## src/rtl/regfile_2r1w.sv

```systemverilog
// -----------------------------------------------------------------------------
// regfile_2r1w
//   RISC-V integer register bank: NREG entries of SIZE bits, one write port
//   (rd writeback) and two independent read ports (rs1/rs2).
//   Reads are registered: the request sampled at edge k appears on rdataN_o,
//   with rvalidN_o high, right after edge k. x0 always reads as zero and
//   writes to it are dropped.
//
//   Optional feature macro: REGFILE_BYPASS_EN
//     defined   -> write-first: a read that collides with a same-edge write
//                  to the same nonzero address returns the new write data.
//     undefined -> read-first: the collision returns the old stored value.
//                  The write still commits in both builds.
//
// Parameters
//   SIZE  data width per entry (XLEN)
//   NREG  number of entries (power of two)
//   AW    address width, log2(NREG)
//
// Ports
//   clk_i      clock, rising edge
//   rst_n_i    asynchronous reset, active low; clears entries and read outputs
//   we_i       write enable
//   waddr_i    write address (rd)
//   wdata_i    write data
//   re1_i      read request, port 1 (rs1)
//   raddr1_i   read address, port 1
//   rdata1_o   registered read data, port 1
//   rvalid1_o  rdata1_o holds the result of last cycle's request
//   re2_i      read request, port 2 (rs2)
//   raddr2_i   read address, port 2
//   rdata2_o   registered read data, port 2
//   rvalid2_o  rdata2_o holds the result of last cycle's request
// -----------------------------------------------------------------------------
module regfile_2r1w #(
  parameter int SIZE = 32,
  parameter int NREG = 32,
  parameter int AW   = $clog2(NREG)
) (
  input  logic            clk_i,
  input  logic            rst_n_i,
  input  logic            we_i,
  input  logic [AW-1:0]   waddr_i,
  input  logic [SIZE-1:0] wdata_i,
  input  logic            re1_i,
  input  logic [AW-1:0]   raddr1_i,
  output logic [SIZE-1:0] rdata1_o,
  output logic            rvalid1_o,
  input  logic            re2_i,
  input  logic [AW-1:0]   raddr2_i,
  output logic [SIZE-1:0] rdata2_o,
  output logic            rvalid2_o
);

  // Combinational view of every entry; element 0 is hardwired to zero so the
  // read muxes need no special case for x0.
  logic [SIZE-1:0] rd_view [NREG];

  // The whole bank must clear on an asynchronous reset, so entries are
  // individual flops rather than a RAM macro.
  generate
    for (genvar gi = 0; gi < NREG; gi++) begin : g_entry
      if (gi == 0) begin : g_zero
        assign rd_view[gi] = '0;
      end else begin : g_reg
        logic [SIZE-1:0] entry_q;

        always_ff @(posedge clk_i or negedge rst_n_i) begin
          if (!rst_n_i) begin
            entry_q <= '0;
          end else if (we_i && (waddr_i == AW'(gi))) begin
            entry_q <= wdata_i;
          end
        end

        assign rd_view[gi] = entry_q;
      end
    end
  endgenerate

  // Read-port next-state logic
  logic [SIZE-1:0] rdata1_d, rdata2_d;
  logic [SIZE-1:0] rdata1_q, rdata2_q;
  logic            rvalid1_q, rvalid2_q;
  logic [SIZE-1:0] rd1_val, rd2_val;

  always_comb begin
    rd1_val = rd_view[raddr1_i];
    rd2_val = rd_view[raddr2_i];
`ifdef REGFILE_BYPASS_EN
    // Write-first: forward the incoming rd value on an address match. x0 is
    // excluded because the write to it never happens.
    if (we_i && (waddr_i == raddr1_i) && (raddr1_i != '0)) begin
      rd1_val = wdata_i;
    end
    if (we_i && (waddr_i == raddr2_i) && (raddr2_i != '0)) begin
      rd2_val = wdata_i;
    end
`endif
  end

  // Data holds its previous value when the port is idle; only valid drops.
  always_comb begin
    rdata1_d = re1_i ? rd1_val : rdata1_q;
    rdata2_d = re2_i ? rd2_val : rdata2_q;
  end

  always_ff @(posedge clk_i or negedge rst_n_i) begin
    if (!rst_n_i) begin
      rdata1_q  <= '0;
      rdata2_q  <= '0;
      rvalid1_q <= 1'b0;
      rvalid2_q <= 1'b0;
    end else begin
      rdata1_q  <= rdata1_d;
      rdata2_q  <= rdata2_d;
      rvalid1_q <= re1_i;
      rvalid2_q <= re2_i;
    end
  end

  assign rdata1_o  = rdata1_q;
  assign rdata2_o  = rdata2_q;
  assign rvalid1_o = rvalid1_q;
  assign rvalid2_o = rvalid2_q;

endmodule

```

## config.mk

```make
export PLATFORM = sky130hd
export DESIGN_NAME = regfile_2r1w
export DESIGN_NICKNAME = d
export VERILOG_FILES = /design/src/rtl/regfile_2r1w.sv
export SDC_FILE = /design/constraint.sdc
export NUM_CORES = 2
export LEC_CHECK = 0
export ABC_AREA = 1
export CAP_MARGIN = 40
export CELL_PAD_IN_SITES_DETAIL_PLACEMENT = 0
export CELL_PAD_IN_SITES_GLOBAL_PLACEMENT = 1
export CORE_UTILIZATION = 40
export DETAILED_ROUTE_END_ITERATION = 8
export PLACE_DENSITY_LB_ADDON = 0.1
export SLEW_MARGIN = 10
export SYNTH_ARGS = -nofsm -noshare
export SYNTH_HDL_FRONTEND = slang
export SYNTH_SLANG_ARGS = --single-unit
```

## constraint.sdc

```tcl
create_clock -name clk_i -period 3.04 [get_ports clk_i]
set_clock_uncertainty 0.15 [all_clocks]
set_input_delay 0.304 -clock clk_i [delete_from_list [all_inputs] [get_ports clk_i]]
set_output_delay 0.304 -clock clk_i [all_outputs]
set_load 0.02 [all_outputs]
```

Word-level counts from Yosys, hierarchy flattened:

Index checks and enable logic that the tools add are counted.

* register bits after elaboration: 1058
* bits of input ports: 52
* output and inout port bits: 66
* logic and storage cells: 107

* order comparisons: 2
* eq/ne operators: 31
* muxes and demuxes: 6
* bitwise operators: 2
* reduce and logical (&&, ||, !) cells: 31

Operators with widths (number)
* binary-select mux 32 bit (select 5 bit): 2
* 2-to-1 mux 32 bit: 4
* == test 5 bit (second input constant): 16
* == test 5 x 4 -> 1 bit (second input constant): 8
* logical AND 1 bit: 31
* == test 5 x 3 -> 1 bit (second input constant): 4
* >= comparator 6 bit (second input constant): 2
* NOT 5 -> 6 bit: 2
* == test 5 x 2 -> 1 bit (second input constant): 2
* == test 5 x 1 -> 1 bit (second input constant): 1

Depth between registers and ports, before layout:

* word-level depth: 4
* gate-level depth with buffers: 12
* gate-level depth less buffers: 9

Least setup slack after synthesis:

No wires, ideal clock.

* path kind: input to register
* from: in raddr2_i[0]
* to: reg rdata2_q[11], in the netlist rdata2_o[11]
* setup time: 0.118 ns
* arrival time: 1.332 ns
* required time: 2.772 ns
* setup slack: 1.440 ns
* stages: 12
* path buffers: 4
* cell sequence: buf_4 inv_2 buf_6 buf_6 buf_2 nand2_1 nand3_1 nand3_1 nand3_1 nand3_1 nand3_1 nand2_1

* cells in the longest elaborated chain, start to end: 4

Ends and longest elaborated chain
* start: declaration: line 50 `input logic [AW-1:0] raddr2_i,`
* NOT 5 -> 6 bit (implied by the code): line 89 `rd2_val = rd_view[raddr2_i];`
* binary-select mux 32 bit (select 5 bit): line 89
* 2-to-1 mux 32 bit (implied by the code) (2 in a row): line 89
* end signal: assignment: line 116 `rdata2_q <= rdata2_d;`
* end: declaration: line 83 `logic [SIZE-1:0] rdata1_q, rdata2_q;`

No other way between the ends. The select of a mux whose other input is x is not followed.
A chain may end at the register's enable or synchronous reset.

Final worst setup path:

* from: reg rdata2_q[17], in the netlist rdata2_o[17]
* to: out rdata2_o[17]

RTL lines
* end: declaration: line 51 `output logic [SIZE-1:0] rdata2_o,`

No word-level cell between the ends.

==> flow_summary.rst <==
.. list-table::
   :header-rows: 1

   * - Metric
     - Value
   * - Status
     - completed
   * - TritonCTS sink count
     - approximately 1100
   * - Total vias in the final route
     - 59100
   * - Depth of the worst register-to-register path
     - 8
   * - Post-synthesis area per instance
     - roughly 6.7 um^2
   * - Total length of routed wires
     - ~250000 um
   * - Fraction of final layout cells with drive strength greater than 1
     - 0.0593
   * - Total number of placement rows
     - about 140
   * - GR Util All Layers
     - 0.325
   * - Maximum frequency from static timing analysis
     - 417 MHz
   * - Pwr/cell area
     - approximately 640 mW/mm^2
   * - Top fanout value on the critical path
     - 2
   * - CTS root buf
     - clkbuf_16
   * - Last element of the critical path
     - rdata2_o[17]
   * - Number of gates on the worst path with buffers counted
     - 1
   * - Setup slack of the worst register-to-register path
     - approximately 1.4 ns
   * - NumNets Final
     - about 8800
   * - Post-synth design cell area
     - 0.0601 mm^2
   * - Pwr Total
     - ~0.044 W
   * - Count of unresolved DRC violations after routing
     - 0
   * - Final Hold Viols
     - 0
   * - Effective utilization at floorplan
     - 0.405
   * - Data required time at the worst endpoint
     - about 2.6 ns
   * - Max transition margin
     - 0.388
   * - Netlist cell types
     - 17
   * - FF-to-FF Start
     - g_entry[15].g_reg.entry_q[0]$_DFFE_PN0P_
   * - Pin count of the biggest net entering global routing
     - 129
   * - Number of synthesized flops with an enable pin
     - 0
   * - Post-route non-filler standard cell count
     - between 10000 and 15000
   * - Net count after synthesis
     - approximately 9000
   * - Cell with the largest stage delay on the worst path
     - clkdlybuf4s50_1
   * - Capturing element type of the critical path
     - output port
   * - Count of yosys warnings during synthesis
     - 0
   * - Count leader, synth
     - nand2_1
   * - Instance count after placement with tap cells included
     - around 11000
   * - Unrepaired setup endpoints after global routing
     - no
   * - Fraction of the cycle the final worst path needs
     - 0.788
   * - Worst slack at placement
     - just under 0.5 ns
   * - Buffers plus inverters on the worst setup path
     - 1
   * - Final TNS setup
     - 0 ns
   * - Dominant register cell in the synthesized netlist
     - dfrtp_1
   * - Routed length per instance
     - 22.8 um
   * - Overall die area
     - roughly 0.15 mm^2
   * - Quantity of I/O buffers inserted on ports
     - between 100 and 150
   * - Startpoint type of the worst setup path
     - flip-flop
   * - DRT Pass-1 Iters
     - 8
   * - Leakage power summed over all cells
     - about 35 nW
   * - Worst hold-check path type
     - input port to flip-flop
   * - Antenna violations before repair
     - 2
   * - Yosys top cell by area
     - dfrtp_1
   * - Clock period minus worst slack
     - 2.40 ns
   * - Number of buffers between clock root and the deepest sink
     - 3
   * - DPL Wire Length
     - 138000 um
   * - Number of antenna repair diodes
     - 0
   * - Final RePlAce weighted congestion
     - 0.822
   * - GR Overflow Total
     - 0
   * - IO Count
     - 118
   * - Largest cells by area after synthesis
     - dfrtp_1, nand2_1, nand3_1, o21ai_0, inv_1
   * - Post-DR vias/cell
     - between 5 and 6
   * - Die Y-Extent
     - around 390 um
   * - Iteration-0 DRC Markers
     - approximately 5700
   * - Cell type group with the largest total delay on the critical path
     - buffers and inverters
   * - TritonCTS clock tree
     - done
   * - Crit-path cells
     - clkdlybuf4s50_1
   * - FFs w/ async S/R, synth
     - 1.00
   * - Antenna violation net count after detailed routing
     - 0
   * - Clock transition time at the flip-flop clock pins of the worst setup and hold paths
     - around 0.060 ns
   * - Max-Cap Viols
     - 0
   * - Max rail drop VDD
     - about 0.00052 V
   * - Syn Inst Count
     - 8930
   * - Final hold slack
     - 0.0591 ns
   * - Worst setup startpoint
     - rdata2_o[17]$_DFFE_PN0P_
   * - CTS HTree Levels
     - 4
   * - Largest stage delay, worst path
     - ~0.68 ns
   * - Pin slew with the least headroom to its limit
     - roughly 0.92 ns
   * - Number of max-slew violations in the final report
     - 0
   * - Setup CP Type
     - flip-flop to output port
   * - Layout-stage area growth over the synthesis result
     - 14.1%
   * - Die width
     - a little under 400 um
   * - Area share of the leading cell type in the synthesized netlist
     - 0.441
   * - Insertion delay to the later sink of the worst-skew pair
     - between 0.7 and 0.8 ns
   * - Wire length of the first global-routing pass
     - between 300000 and 400000 um
   * - Sequential element share of the synthesized area
     - 0.441
   * - Least setup slack across all paths after layout
     - 0.644 ns
   * - Arrival time of data at the critical path endpoint
     - between 1.5 and 2 ns
   * - Total clock buffers created by CTS
     - 133
   * - Final count of negative-setup-slack endpoints
     - 0
   * - Via count of the first global-routing pass
     - 57400
   * - Register bit total from synthesis
     - ~1100
   * - Placeable Area
     - around 0.15 mm^2
   * - Capture point of the worst reg-to-reg path
     - rdata2_o[0]$_DFFE_PN0P_
   * - List of most frequent post-synthesis cells
     - nand2_1, nand3_1, dfrtp_1, o21ai_0, inv_1
per-layer routing:
metal  global-route usage  share of wire  vias to the layer above
met5                    0              0                        -
met3               0.0515          0.072                      457
met2                0.523           0.45                     2328
li1                     -              -                    27800
met4                0.109          0.033                        0
met1                0.446           0.44                    28500
cell type report:
class / instances / area [um^2]
clock buffer: 194 / 3950
clock inverter: 39 / 510
fill: 15200 / 79800
inverter: 884 / 3360
multi-input combinational: 6262 / 27300
sequential: 1058 / 26500
tap: 2002 / 2500
timing repair buffer: 377 / 4490
repair_timing:
item / 4_1_cts / 5_1_grt
gates resized for setup: 0 / 0
hold buffers: 6 / 0
setup buffers: 0 / 0
hold endpoints to repair: 628 / 0
worst min-delay path by stage:
stage                 from                                       end  slack [ns]  cells after the start
6_report       raddr1_i[1]                  rdata1_o[19]$_DFFE_PN0P_        0.06                      7
5_1_grt        raddr1_i[3]                   rdata1_o[2]$_DFFE_PN0P_        0.08                      6
3_3_place_gp       rst_n_i   g_entry[7].g_reg.entry_q[1]$_DFFE_PN0P_        0.14                      1
2_1_floorplan      rst_n_i  g_entry[10].g_reg.entry_q[0]$_DFFE_PN0P_       -0.14                      0
4_1_cts        raddr1_i[1]                  rdata1_o[19]$_DFFE_PN0P_        0.02                      7
3_5_place_dp       rst_n_i   g_entry[7].g_reg.entry_q[1]$_DFFE_PN0P_        0.14                      1
flip-flops by register name, indices dropped and copies added (netlist names):
| signal | count |
|---|---|
| rdata2_o | 32 |
| rvalid1_o | 1 |
| g_entry.g_reg.entry_q | 992 |
| rdata1_o | 32 |
| rvalid2_o | 1 |
tightest hold or removal path, cell delays in order:
cell,delay (ns)
buf_8,0.15
nand3_1,0.11
nand3_1,0.07
nand3_1,0.06
nand3_1,0.06
nand3_1,0.11
nand2_1,0.05
placed cells by master, fill, tap and decap left out, types with 6 or more instances in the layout:
| cell | n |
|---|---|
| buf_12 | 102 |
| buf_4 | 155 |
| bufinv_16 | 12 |
| clkbuf_1 | 31 |
| clkbuf_16 | 141 |
| clkbuf_8 | 24 |
| clkdlybuf4s50_1 | 104 |
| clkinv_2 | 22 |
| dfrtp_1 | 1058 |
| inv_1 | 869 |
| inv_2 | 7 |
| nand2_1 | 3301 |
| nand2_4 | 26 |
| nand3_1 | 1792 |
| nor2_1 | 137 |
| nor2_2 | 6 |
| o21ai_0 | 887 |
| o21ai_1 | 105 |
cells by family after synthesis:
kind of cell,share of synthesized area
AOI/OAI and AO/OA,0.0826
buffers and inverters,0.109
and+or+nand+nor,0.368
DFF,0.441
report_power, final:
group / leakage (nW) / internal (W) / switching [W]
combinational: 18.8 / 0.00332 / 0.00605
clock: 2.20 / 0.00998 / 0.00647
sequential: 13.7 / 0.0167 / 0.00148
total: 34.7 / 0.0299 / 0.0140
through the flow:
step | instance area, um^2 | util
6_report | 68600 | 0.462
5_1_grt | 68600 | 0.462
4_1_cts | 68600 | 0.462
3_5_place_dp | 64000 | 0.432
3_3_place_gp | 64000 | 0.431
2_1_floorplan | 60100 | -
Note: power is estimated with default switching activity, not from simulation.
